**src/rtl/fetch_unit.sv**
```systemverilog
// fetch_unit: instruction fetch FSM with a registered instruction queue feeding decode.
module fetch_unit #(
    parameter logic [31:0] RESET_PC = 32'h0000_0000,
    parameter int          QDEPTH   = 4
) (
    input  logic        clk_in,
    input  logic        reset_in,
    input  logic        cpu_halt,
    input  logic        pipe_flush,
    input  logic [31:0] flush_pc,
    output logic        ic_req,
    output logic [31:0] ic_addr,
    input  logic        ic_ack,
    input  logic [31:0] ic_rd_data,
    output logic        f2d_valid,
    input  logic        f2d_rdy,
    output logic [31:0] f2d_pc,
    output logic [31:0] f2d_ins
);
    localparam int PW = $clog2(QDEPTH);
    localparam int CW = PW + 1;
    localparam logic [CW-1:0] FULL = CW'(QDEPTH);

    typedef enum logic [1:0] {IDLE, REQ, DROP} state_t;

    state_t        r_state, w_state_nx;
    logic [31:0]   r_pc, w_pc_nx, r_addr, w_addr_nx;
    logic [31:0]   r_qpc [QDEPTH];
    logic [31:0]   r_qins [QDEPTH];
    logic [PW-1:0] r_head, r_tail;
    logic [CW-1:0] r_count, w_count_nx;
    logic          w_push, w_pop;
    logic [31:0]   w_flush_pc;

    assign ic_req     = r_state != IDLE;
    assign ic_addr    = r_addr;
    assign f2d_valid  = r_count != '0;
    assign f2d_pc     = r_qpc[r_head];
    assign f2d_ins    = r_qins[r_head];
    assign w_flush_pc = {flush_pc[31:2], 2'b00};

    always_comb begin
        w_state_nx = r_state;
        w_pc_nx    = pipe_flush ? w_flush_pc : r_pc;
        w_addr_nx  = r_addr;
        w_push     = r_state == REQ && ic_ack && !pipe_flush;
        w_pop      = f2d_valid && f2d_rdy && !pipe_flush;
        w_count_nx = pipe_flush ? '0 : r_count + CW'(w_push) - CW'(w_pop);
        case (r_state)
            IDLE: if (!cpu_halt && !pipe_flush && r_count < FULL) begin
                w_state_nx = REQ;
                w_addr_nx  = r_pc;
            end
            REQ: if (pipe_flush) begin
                w_state_nx = ic_ack ? IDLE : DROP;
            end else if (ic_ack) begin
                w_pc_nx = r_addr + 32'd4;
                // chain the next fetch only if the queue will still have room after this push
                if (!cpu_halt && w_count_nx < FULL) w_addr_nx = r_addr + 32'd4;
                else w_state_nx = IDLE;
            end
            DROP: w_state_nx = ic_ack ? IDLE : DROP;
            default: w_state_nx = IDLE;
        endcase
    end

    always_ff @(posedge clk_in) begin
        if (reset_in) begin
            r_state <= IDLE;
            r_pc    <= RESET_PC;
            r_addr  <= '0;
            r_head  <= '0;
            r_tail  <= '0;
            r_count <= '0;
            for (int i = 0; i < QDEPTH; i++) begin
                r_qpc[i]  <= '0;
                r_qins[i] <= '0;
            end
        end else begin
            r_state <= w_state_nx;
            r_pc    <= w_pc_nx;
            r_addr  <= w_addr_nx;
            r_count <= w_count_nx;
            if (pipe_flush) begin
                r_head <= '0;
                r_tail <= '0;
            end else begin
                if (w_push) begin
                    r_qpc[r_tail]  <= r_addr;
                    r_qins[r_tail] <= ic_rd_data;
                    r_tail         <= r_tail + 1'b1;
                end
                if (w_pop) r_head <= r_head + 1'b1;
            end
        end
    end
endmodule
```
**config.mk**
```make
export PLATFORM = sky130hd
export DESIGN_NAME = fetch_unit
export DESIGN_NICKNAME = d
export VERILOG_FILES = /design/src/rtl/fetch_unit.sv
export SDC_FILE = /design/constraint.sdc
export NUM_CORES = 1
export LEC_CHECK = 0
export CORE_ASPECT_RATIO = 0.75
export CORE_MARGIN = 1.5
export CORE_UTILIZATION = 48
export DETAILED_ROUTE_END_ITERATION = 6
export HOLD_SLACK_MARGIN = 0.08
export PLACE_DENSITY = 0.68
export SKIP_LAST_GASP = 1
export SLEW_MARGIN = 10
export SYNTH_ARGS = -nofsm -noshare
export SYNTH_HDL_FRONTEND = slang
export SYNTH_SLANG_ARGS = --single-unit
```
**constraint.sdc**
```tcl
create_clock -name clk_in -period 17.7 [get_ports clk_in]
set_input_delay 3.54 -clock clk_in [delete_from_list [all_inputs] [get_ports clk_in]]
set_output_delay 3.54 -clock clk_in [all_outputs]
set_load 0.02 [all_outputs]
```
==> impl_metrics.toml <==
[final_layout]
fillCellCount = 2482
syn2layout_area_growth_pct = 19.36
diodes = 0
drive_gt1_frac = 0.1233
finish.net_count = 1347

[clock_tree]
clockBufferDepth = 3
clock_sinks = 331
post-cts-setup-buffers = 0
cts_tree = "done"
cts_root_buf = "clkbuf_16"
cts_htree_levels = 2
cts_hold_buf = 0
cts_resized = 0
worstSkewPairLatency_ns = 0.53
cts_buffers = 35
path_clk_slew_ns = 0.06

[worst_hold_path]
whs_endpoint = "r_pc[0]"
worstHoldStart = "r_pc[0]"
min_path_cells = 2
hold_path_class = "flip-flop to flip-flop"

[die]
die_y_microns = 157.5
core_area_sq_um = 31250
start_util = 0.4886
die_w_microns = 208.9
rows = 56
io_pins = 168
die-area_sq_um = 32900

[worst_setup_path]
crit_path_max_fanout = 24
cp-end-kind = "flip-flop"
required_ns = 18.09
slowest_delay_ns = 0.81
ff2ff_setup_slack_ns = 13.41
crit_type = "input pin to flip-flop"
arrival_ns = 7.80
rr_startpoint = "r_state[0]"
worstRegToRegCells = 13
critical_path.cell_chain = "clkdlybuf4s50_1 -> nand3b_4 -> nor2_4 -> buf_4 -> inv_2 -> ha_1 -> inv_1 -> ha_1 -> fa_1 -> xnor3_1 -> o32ai_4 -> o21ai_0 -> a2bb2oi_1 -> nor2_1"
worst_path_most_repeated_cell = "ha_1"
slowest_stage = "o32ai_4"
rr_endpoint = "ic_addr[9]"
startpoint_type = "input pin"

[sta]
period_needed_ns = 7.414
finClkSkew_ns = 0.01656
grt_setup_unrepaired = "no"
min_period_over_period = 0.4189
worst_pin_slew_ns = 1.135
finalHoldWorstSlack_ns = 0.4713
relSlewSlack = 0.2433
fmaxAchievable_mhz = 134.9
fin_ws_ns = 10.29
finalSetupTns_ns = 0
maxSlewViolCount = 0
finalHoldViolCount = 0
finalSetupViolations = 0

[synthesis]
yosysWarnings = 0
ys_ff_latch = 331
synth_seq_area_share = 0.6018
netlist-cell-type-count = 68
synth_ff_type = "edfxtp_1"
async_flop_share = 0
synth.cell_area_sq_um = 15270
syn_area_per_cell_sq_um = 13.06
synth-edff-count = 256
synth_cells = 1169
syn_nets = 1243

[pwr]
p_leak_nw = 6.525
vdd_drop_max_mv = 0.05639
powerDensity_nw_per_um2 = 93.73
fin_total_pwr_mw = 1.708

[route]
routedWlPerCell_microns = 22.57
first_iter_violations = 824
postRouteAntennaNets = 0
via_per_inst = 5.885
vias = 10028
drc = 0
dr.pass1.iters = 5
drt-total-wl_microns = 38460

[global_route]
grt_pass1_vias = 10055
grt_max_degree = 85
antenna_found_initial = 0
grt_first_pass_wirelength_microns = 59120
grt_overflow = 0
grt_use_total = 0.2383

[flow_run]
max_cap_violations = 0

[place]
place_ws_ns = 9.854
hpwl_microns = 21880
place.gp.congestion = 0.8106
io_buffers = 165

[run_status]
outcome = "complete, no violations"
[registers in the layout, indices dropped and copies added, names as in the netlist, named ones only]
name,count
r_head,2
r_tail,2
r_pc,32
r_qins,128
ic_addr,32
r_qpc,128
r_count,3
r_state,2
[power breakdown]
part / switching (mW) / internal (mW) / total (mW)
clock network: 0.294 / 0.420 / 0.714
logic: 0.0667 / 0.0500 / 0.117
registers: 0.0151 / 0.863 / 0.878
total: 0.376 / 1.33 / 1.71
[Yosys cell counts, types with 6 or more instances]
master	n	area, sq um
o21ai_0	26	130.1
clkbuf_1	70	262.8
mux4_2	64	1441
a211oi_1	20	150.1
nand3_1	15	75.07
buf_1	9	33.78
o31a_1	6	52.55
nor2_1	64	240.2
edfxtp_1	256	7687
nor2b_1	11	68.82
nor3_1	11	55.05
dfxtp_1	75	1501
and2_1	183	1145
xnor2_1	15	131.4
inv_1	11	41.29
buf_2	23	115.1
xor2_1	15	131.4
clkbuf_2	7	35.03
nor4_1	20	125.1
nand2_1	51	191.4
o32ai_1	9	78.83
and3_1	63	394.1
a21oi_1	34	170.2
nor3b_1	6	45.04
nand4_1	9	56.30
a311oi_1	6	52.55
[worst max-delay path, delay by kind of cell]
family | cells | cell delay, ns
buffers and inverters | 4 | 1.13
XOR/XNOR | 1 | 0.44
adder cells (fa/ha/maj) | 3 | 0.90
AO/OA/AOI/OAI | 3 | 1.27
AND/OR/NAND/NOR | 3 | 0.48
[metal layers]
layer	vias to the layer above	part of all wire	track usage
met5	-	0	0
met4	0	0.015	0.05349
met3	49	0.070	0.05108
met2	338	0.48	0.3870
met1	5074	0.44	0.3310
li1	4567	-	-
[cell type report]
type                       instances  area [sq um]  share of cell area
clock buffer                      49         991.0             0.05437
clock inverter                    13         112.6            0.006179
inverter                          12         45.04            0.002472
multi-input combinational        715          5633              0.3091
sequential                       331          9196              0.5046
tap                              406         508.0             0.02787
timing repair buffer             178          1739             0.09543
[through the flow]
stage | instance area [sq um] | util | std cells
2_1_floorplan | 15270 | - | 1169
3_3_place_gp | 17120 | 0.5479 | 1642
3_5_place_dp | 17120 | 0.5479 | 1642
4_1_cts | 18230 | 0.5832 | 1704
5_1_grt | 18230 | 0.5832 | 1704
6_report | 18230 | 0.5832 | 1704
[worst max path at each step]
stage / start / to / cells after the start
4_1_cts: ic_ack / ic_addr[31] / 13
6_report: ic_ack / ic_addr[9] / 14
3_3_place_gp: ic_ack / ic_addr[31] / 13
5_1_grt: ic_ack / ic_addr[16] / 14
2_1_floorplan: pipe_flush / r_qins[2][0] / 4
3_5_place_dp: ic_ack / ic_addr[31] / 13
[cells in the final DEF, fill, tap and decap left out, types with 3 or more instances in the layout]
master	n
nor2_1	63
o32ai_1	9
xor2_1	15
nor3b_1	5
o22ai_1	3
a21oi_1	34
buf_4	13
clkdlybuf4s50_1	163
and2_1	183
o21ai_0	25
nand2_1	50
clkinv_2	5
inv_1	11
nand3_1	15
a31oi_1	4
a221oi_1	4
dfxtp_1	73
edfxtp_1	256
a31o_2	5
ha_1	3
a22o_1	4
nand4_1	9
nor3_1	11
nor4_1	20
a32oi_1	3
a21o_1	5
a2bb2oi_1	5
xnor2_1	15
clkbuf_1	10
o31a_1	6
a311oi_1	6
a211oi_1	20
or3_1	3
mux4_2	64
nor2b_1	10
a22oi_1	5
clkinv_1	5
clkbuf_16	37
mux2i_1	3
and3_1	63
[cells by family after synthesis]
| kind of cell | after synthesis | synth area share |
|---|---|---|
| and+or+nand+nor | 461 | 0.1755 |
| DFF | 331 | 0.6018 |
| AOI/OAI and AO/OA | 152 | 0.07015 |
| buffers and inverters | 123 | 0.03368 |
| muxes | 67 | 0.09637 |
| xor gates and xnor gates | 31 | 0.01868 |
| adders and majority gates | 4 | 0.003770 |
No activity file was read; power rests on OpenSTA's default activity.
